==> src/rtl/key_event_pkg.sv <==
// rtl/key_event_pkg.sv - shared state encoding and default tick constants for key event generation
package key_event_pkg;

  typedef enum logic [2:0] {
    ST_IDLE   = 3'd0,
    ST_PRESS  = 3'd1,
    ST_HOLD   = 3'd2,
    ST_GAP    = 3'd3,
    ST_PRESS2 = 3'd4
  } key_state_t;

  // Defaults assume a 100 Hz tick: 1 s long press, 0.2 s repeat, 0.3 s double-click window
  localparam int DEF_LONG_TICKS   = 100;
  localparam int DEF_REPEAT_TICKS = 20;
  localparam int DEF_DBL_TICKS    = 30;
  localparam int DEF_CNT_W        = 8;

endpackage

==> src/rtl/key_event_if.sv <==
// rtl/key_event_if.sv - button level in, classified event pulses out
interface key_event_if;

  logic pb_debounced;
  logic press_pulse;
  logic release_pulse;
  logic single_pulse;
  logic double_pulse;
  logic long_pulse;
  logic repeat_pulse;
  logic held;

  modport master (
    output pb_debounced,
    input  press_pulse, release_pulse, single_pulse, double_pulse,
           long_pulse, repeat_pulse, held
  );

  modport slave (
    input  pb_debounced,
    output press_pulse, release_pulse, single_pulse, double_pulse,
           long_pulse, repeat_pulse, held
  );

endinterface

==> src/rtl/key_edge_det.sv <==
// rtl/key_edge_det.sv - previous-level register with rise/fall strobes, reusable per button
module key_edge_det (
  input  logic clk,
  input  logic rst_n,
  input  logic i_pb,
  output logic o_rise,
  output logic o_fall
);

  logic r_pb_q;

  // Clearing to 0 makes a button held through reset register as a fresh press
  always_ff @(posedge clk) begin
    if (!rst_n) r_pb_q <= 1'b0;
    else        r_pb_q <= i_pb;
  end

  assign o_rise = i_pb & ~r_pb_q;
  assign o_fall = ~i_pb & r_pb_q;

endmodule

==> src/rtl/key_event_gen.sv <==
// rtl/key_event_gen.sv - classifies a debounced button into press/release/click/long/repeat pulses
module key_event_gen
  import key_event_pkg::*;
#(
  parameter int LONG_TICKS   = DEF_LONG_TICKS,
  parameter int REPEAT_TICKS = DEF_REPEAT_TICKS,
  parameter int DBL_TICKS    = DEF_DBL_TICKS,
  parameter int CNT_W        = DEF_CNT_W
) (
  input  logic        clk,
  input  logic        rst_n,
  key_event_if.slave  ev
);

  localparam int CNT_MAX = (1 << CNT_W) - 1;

  if (LONG_TICKS < 2 || LONG_TICKS > CNT_MAX ||
      REPEAT_TICKS < 2 || REPEAT_TICKS > CNT_MAX ||
      DBL_TICKS < 2 || DBL_TICKS > CNT_MAX) begin : g_bad_params
    $error("key_event_gen: tick parameter outside 2..2^CNT_W-1");
  end

  localparam logic [CNT_W-1:0] LONG_M1 = CNT_W'(LONG_TICKS - 1);
  localparam logic [CNT_W-1:0] REP_M1  = CNT_W'(REPEAT_TICKS - 1);
  localparam logic [CNT_W-1:0] DBL_M1  = CNT_W'(DBL_TICKS - 1);

  logic w_rise;
  logic w_fall;

  key_edge_det u_edge (
    .clk    (clk),
    .rst_n  (rst_n),
    .i_pb   (ev.pb_debounced),
    .o_rise (w_rise),
    .o_fall (w_fall)
  );

  key_state_t       r_state;
  logic [CNT_W-1:0] r_cnt;
  logic r_press, r_release, r_single, r_double, r_long, r_repeat, r_held;

  // Edge tests take priority over count completion, so a release or re-press beats a due timer pulse
  always_ff @(posedge clk) begin
    if (!rst_n) begin
      r_state   <= ST_IDLE;
      r_cnt     <= '0;
      r_press   <= 1'b0;
      r_release <= 1'b0;
      r_single  <= 1'b0;
      r_double  <= 1'b0;
      r_long    <= 1'b0;
      r_repeat  <= 1'b0;
      r_held    <= 1'b0;
    end else begin
      r_press   <= 1'b0;
      r_release <= 1'b0;
      r_single  <= 1'b0;
      r_double  <= 1'b0;
      r_long    <= 1'b0;
      r_repeat  <= 1'b0;
      case (r_state)
        ST_IDLE: begin
          if (w_rise) begin
            r_press <= 1'b1;
            r_state <= ST_PRESS;
            r_cnt   <= '0;
            r_held  <= 1'b1;
          end
        end
        ST_PRESS, ST_PRESS2: begin
          if (w_fall) begin
            r_release <= 1'b1;
            r_state   <= (r_state == ST_PRESS) ? ST_GAP : ST_IDLE;
            r_cnt     <= '0;
            r_held    <= 1'b0;
          end else if (r_cnt == LONG_M1) begin
            r_long  <= 1'b1;
            r_state <= ST_HOLD;
            r_cnt   <= '0;
          end else begin
            r_cnt <= r_cnt + 1'b1;
          end
        end
        ST_HOLD: begin
          if (w_fall) begin
            r_release <= 1'b1;
            r_state   <= ST_IDLE;
            r_cnt     <= '0;
            r_held    <= 1'b0;
          end else if (r_cnt == REP_M1) begin
            r_repeat <= 1'b1;
            r_cnt    <= '0;
          end else begin
            r_cnt <= r_cnt + 1'b1;
          end
        end
        ST_GAP: begin
          if (w_rise) begin
            r_press  <= 1'b1;
            r_double <= 1'b1;
            r_state  <= ST_PRESS2;
            r_cnt    <= '0;
            r_held   <= 1'b1;
          end else if (r_cnt == DBL_M1) begin
            r_single <= 1'b1;
            r_state  <= ST_IDLE;
            r_cnt    <= '0;
          end else begin
            r_cnt <= r_cnt + 1'b1;
          end
        end
        default: begin
          r_state <= ST_IDLE;
          r_cnt   <= '0;
          r_held  <= 1'b0;
        end
      endcase
    end
  end

  assign ev.press_pulse   = r_press;
  assign ev.release_pulse = r_release;
  assign ev.single_pulse  = r_single;
  assign ev.double_pulse  = r_double;
  assign ev.long_pulse    = r_long;
  assign ev.repeat_pulse  = r_repeat;
  assign ev.held          = r_held;

endmodule

==> src/flat_wrapper.sv <==
// flat-port wrapper written by rule: the top's interface ports become plain ports
module key_event_gen_flat import key_event_pkg::*;
#(
  parameter int LONG_TICKS   = DEF_LONG_TICKS,
  parameter int REPEAT_TICKS = DEF_REPEAT_TICKS,
  parameter int DBL_TICKS    = DEF_DBL_TICKS,
  parameter int CNT_W        = DEF_CNT_W
)
  (clk, rst_n, ev_pb_debounced, ev_press_pulse, ev_release_pulse, ev_single_pulse, ev_double_pulse, ev_long_pulse, ev_repeat_pulse, ev_held);
  key_event_if ev_i ();
  input  logic clk;
  input  logic rst_n;
  input wire logic [$bits(ev_i.pb_debounced)-1:0] ev_pb_debounced;
  output wire logic [$bits(ev_i.press_pulse)-1:0] ev_press_pulse;
  output wire logic [$bits(ev_i.release_pulse)-1:0] ev_release_pulse;
  output wire logic [$bits(ev_i.single_pulse)-1:0] ev_single_pulse;
  output wire logic [$bits(ev_i.double_pulse)-1:0] ev_double_pulse;
  output wire logic [$bits(ev_i.long_pulse)-1:0] ev_long_pulse;
  output wire logic [$bits(ev_i.repeat_pulse)-1:0] ev_repeat_pulse;
  output wire logic [$bits(ev_i.held)-1:0] ev_held;
  assign ev_i.pb_debounced = ev_pb_debounced;
  assign ev_press_pulse = ev_i.press_pulse;
  assign ev_release_pulse = ev_i.release_pulse;
  assign ev_single_pulse = ev_i.single_pulse;
  assign ev_double_pulse = ev_i.double_pulse;
  assign ev_long_pulse = ev_i.long_pulse;
  assign ev_repeat_pulse = ev_i.repeat_pulse;
  assign ev_held = ev_i.held;
  key_event_gen #(.LONG_TICKS(LONG_TICKS), .REPEAT_TICKS(REPEAT_TICKS), .DBL_TICKS(DBL_TICKS), .CNT_W(CNT_W)) u_core (.clk(clk), .rst_n(rst_n), .ev(ev_i));
endmodule
==> config.mk <==
export PLATFORM = sky130hd
export DESIGN_NAME = key_event_gen_flat
export DESIGN_NICKNAME = d
export VERILOG_FILES = /design/src/rtl/key_event_pkg.sv /design/src/rtl/key_event_if.sv /design/src/rtl/key_edge_det.sv /design/src/rtl/key_event_gen.sv /design/src/flat_wrapper.sv
export SDC_FILE = /design/constraint.sdc
export NUM_CORES = 1
export LEC_CHECK = 0
export ABC_AREA = 1
export ABC_CLOCK_PERIOD_IN_PS = 3250
export CORE_ASPECT_RATIO = 1.2
export CORE_MARGIN = 3
export CORE_UTILIZATION = 50
export CTS_BUF_LIST = sky130_fd_sc_hd__clkbuf_16
export CTS_CLUSTER_DIAMETER = 60
export DETAILED_ROUTE_END_ITERATION = 6
export PLACE_DENSITY_LB_ADDON = 0.3
export SLEW_MARGIN = 15
export SYNTH_ARGS = -nofsm -noshare
export SYNTH_HDL_FRONTEND = slang
export SYNTH_HIERARCHICAL = 1
export SYNTH_SLANG_ARGS = --single-unit
==> constraint.sdc <==
create_clock -name clk -period 3.25 [get_ports clk]
set_clock_uncertainty 0.2 [all_clocks]
set_input_delay 0.325 -clock clk [delete_from_list [all_inputs] [get_ports clk]]
set_output_delay 0.325 -clock clk [all_outputs]
set_load 0.03 [all_outputs]
==> flow_summary.json <==
{
  "drt-initial-drc-count": 31,
  "timing.setup.critical_path_class": "input pin to register",
  "grt_util_all_layers_pct": 18.4,
  "fp.dieArea_sq_um": 2850,
  "floorplan.io_pins": 10,
  "synth-compound-area-share_pct": 4.58,
  "tightestPinTransition_ps": 437,
  "layout.cells.most_common_list": "nand2_1 (43), nor2_1 (28), inv_1 (26)",
  "cpPeakStageDelay_ps": 500,
  "grt_pass1_wl_um": 4000,
  "cts_tree": "done",
  "layout.core_utilization_pct": 62.7,
  "synthesis.area_sq_um": 1120,
  "syn2layout_area_growth_pct": 17.2,
  "route.detailed.wl_per_inst_um": 10.7,
  "place_ws_ps": 980,
  "cts-resized-gates": 0,
  "die_h_um": 57.9,
  "core.rowCount": 18,
  "drc_errors": 0,
  "cells_after_synth": 169,
  "synthSimpleGateAreaFrac_pct": 46.8,
  "whs_path_depth": 2,
  "vias_per_cell": 4.98,
  "worst_ir_drop_vdd_mv": 0.584,
  "synth_adder_area_share_pct": 2.23,
  "first_global_vias": 966,
  "synth_largest_area_cell": "dfxtp_1",
  "synth.ff_latch_count": 19,
  "detailed_place_hpwl_um": 1650,
  "start_util_pct": 53.5,
  "grt_start_max_net_pins": 12,
  "critical_path.slowest_cell": "clkdlybuf4s50_1",
  "cts_buffer_count": 3,
  "rrSetupSlack_ps": 1450,
  "port-buffer-count": 9,
  "netlist_cell_types": 27,
  "place.gp.congestion": 0.845,
  "path_max_fanout": 9,
  "worst_ep_required_time_ps": 3240,
  "maxClockFrequency_ghz": 0.496,
  "grt_remaining_overflow": 0,
  "final_hold_viol_count": 0,
  "top_signal_layer_used": "met4",
  "worst_hold_slack_ps": 293,
  "r2r.worst_path.cells": 9,
  "commonest_non_fill_non_tap_cell_in_the_layout": "nand2_1",
  "clock_slew_seen_by_the_registers_of_the_worst_setup_and_hold_paths_ps": 50,
  "post_synth.cell_area_avg_sq_um": 6.63,
  "dr.pass1.iters": 4,
  "num_antenna_cells": 0,
  "ys_seq_area_share_pct": 33.9,
  "final.min_clock_period_ps": 2010,
  "setup_repair_after_global_routing_missed_its_margin": "false",
  "fillerInstances": 189,
  "post-cts-setup-buffers": 0,
  "cts.path.max_buffers": 2,
  "clock-sinks": 19,
  "detailroute.wirelength.met3_um": 119,
  "timing.critical_path.arrival_ps": 2000,
  "hp-class": "register to register",
  "power_density_nw_per_um2": 830,
  "cts_root_buf": "clkbuf_16",
  "total_wire_length_um": 2230,
  "run_status": "completed",
  "detailroute.wirelength.met2_um": 1040,
  "holdBufCountCts": 0,
  "number_of_routed_nets_with_antenna_violations": 0,
  "mappedNetlistNets": 174,
  "cell_types_with_the_largest_area_share_after_synthesis": "dfxtp_1 (34%), nand2_1 (14%), nor2_1 (9.4%), inv_1 (8.4%), nand3_4 (3.1%)",
  "finish.net_count": 185,
  "crit_path_cell_trace": "clkdlybuf4s50_1 -> inv_1 -> nor2_2 -> inv_1 -> nand3_4 -> nand2_2 -> inv_4 -> nand2_4 -> nor2_4 -> nor2_1 -> nor2_1",
  "timing.max_cap.violations": 0,
  "synthMuxAreaShare_pct": 0,
  "htree_num_levels": 1,
  "clk-insertion-delay-late_ps": 250,
  "slew_viol_final": 0,
  "setup_ws_ps": 1240,
  "startpoint_type": "input pin",
  "power.leakage_uw": 0.000613,
  "netlist.area_leader.share_pct": 33.9,
  "synth_top_family_by_area": "simple AND/OR/NAND/NOR gates",
  "post-route-period-util_pct": 62.0,
  "final_layout_size_suffix_gt1_share_pct": 12.8,
  "drt-met1-wl_um": 1000,
  "yosys.area_share.xor_xnor_pct": 0.781,
  "setup_viol": 0,
  "synth-warning-count": 6,
  "slew_headroom_pct": 70.8,
  "core_area_sq_um": 2090,
  "final_setup_tns_ps": 0,
  "cp-end-kind": "register",
  "vias": 1041,
  "chipWidth_um": 49.2,
  "antenna_violations_before_repair": 0
}
==> final timing paths <==
path	endpoint	startpoint
hold / removal	u_core/ev.held$_SDFFE_PN0P_	u_core/ev.held$_SDFFE_PN0P_
setup reg to reg	u_core/r_cnt[6]$_SDFFE_PN0N_	u_core/u_edge/r_pb_q$_SDFF_PN0_
hold reg to reg	u_core/ev.held$_SDFFE_PN0P_	u_core/ev.held$_SDFFE_PN0P_
setup / recovery	u_core/r_state[0]$_SDFFE_PN0P_	ev_pb_debounced
==> cells by family after synthesis <==
logic type	count (synthesis)
AOI/OAI and AO/OA	9
buffers and inverters	33
and+or+nand+nor	105
DFF	19
adders and majority gates	2
xor gates and xnor gates	1
==> per-layer routing <==
layer | vias up | track usage, %
li1 | 545 | -
met1 | 449 | 22.2
met2 | 40 | 28.7
met3 | 7 | 3.34
met4 | 0 | 14.6
met5 | - | 0
==> critical path: cells and delay by family <==
kind | cells | cell delay [ps]
AND/OR/NAND/NOR | 7 | 910
buffers and inverters | 4 | 770
==> registers in the layout, indices dropped and copies added (netlist names) <==
signal	count
u_core/u_edge/r_pb_q	1
u_core/r_state	3
u_core/ev.double_pulse	1
u_core/ev.release_pulse	1
u_core/ev.long_pulse	1
u_core/ev.repeat_pulse	1
u_core/r_cnt	8
u_core/ev.press_pulse	1
u_core/ev.held	1
u_core/ev.single_pulse	1
==> power by group <==
part	switching (uW)	internal, uW
sequential	49.2	268
clock	83.2	164
combinational	340	186
total	472	618
==> per-stage QoR <==
stage | total power [uW] | instance area (sq um) | instances
global route | 1170 | 1310 | 209
global placement | 825 | 1230 | 205
CTS | 1090 | 1310 | 209
finish | 1090 | 1310 | 209
floorplan | 743 | 1120 | 169
detailed placement | 841 | 1230 | 205
==> area by class of cell <==
cell class | instances | area [sq um] | share of cell area [%]
tap | 30 | 37.5 | 2.86
multi-input combinational | 117 | 609 | 46.4
inverter | 30 | 118 | 8.95
clock buffer | 3 | 75.1 | 5.71
timing repair buffer | 9 | 90.1 | 6.86
sequential | 19 | 380 | 29.0
clock inverter | 1 | 3.75 | 0.286
==> cells in the mapped netlist <==
cell      number
a211o_1        1
a21oi_1        5
buf_2          2
clkbuf_1       1
dfxtp_1       19
ha_1           2
inv_1         25
inv_2          3
inv_4          2
nand2_1       43
nand2_2        4
nand2_4        2
nand3_1        6
nand3_2        1
nand3_4        2
nand4_1        4
nand4_4        1
nor2_1        28
nor2_2         4
nor2_4         1
nor3_1         4
nor3b_1        1
nor4_1         3
o21ai_0        2
o21bai_1       1
or2_0          1
xor2_1         1
Note: power is estimated with default switching activity, not from simulation.
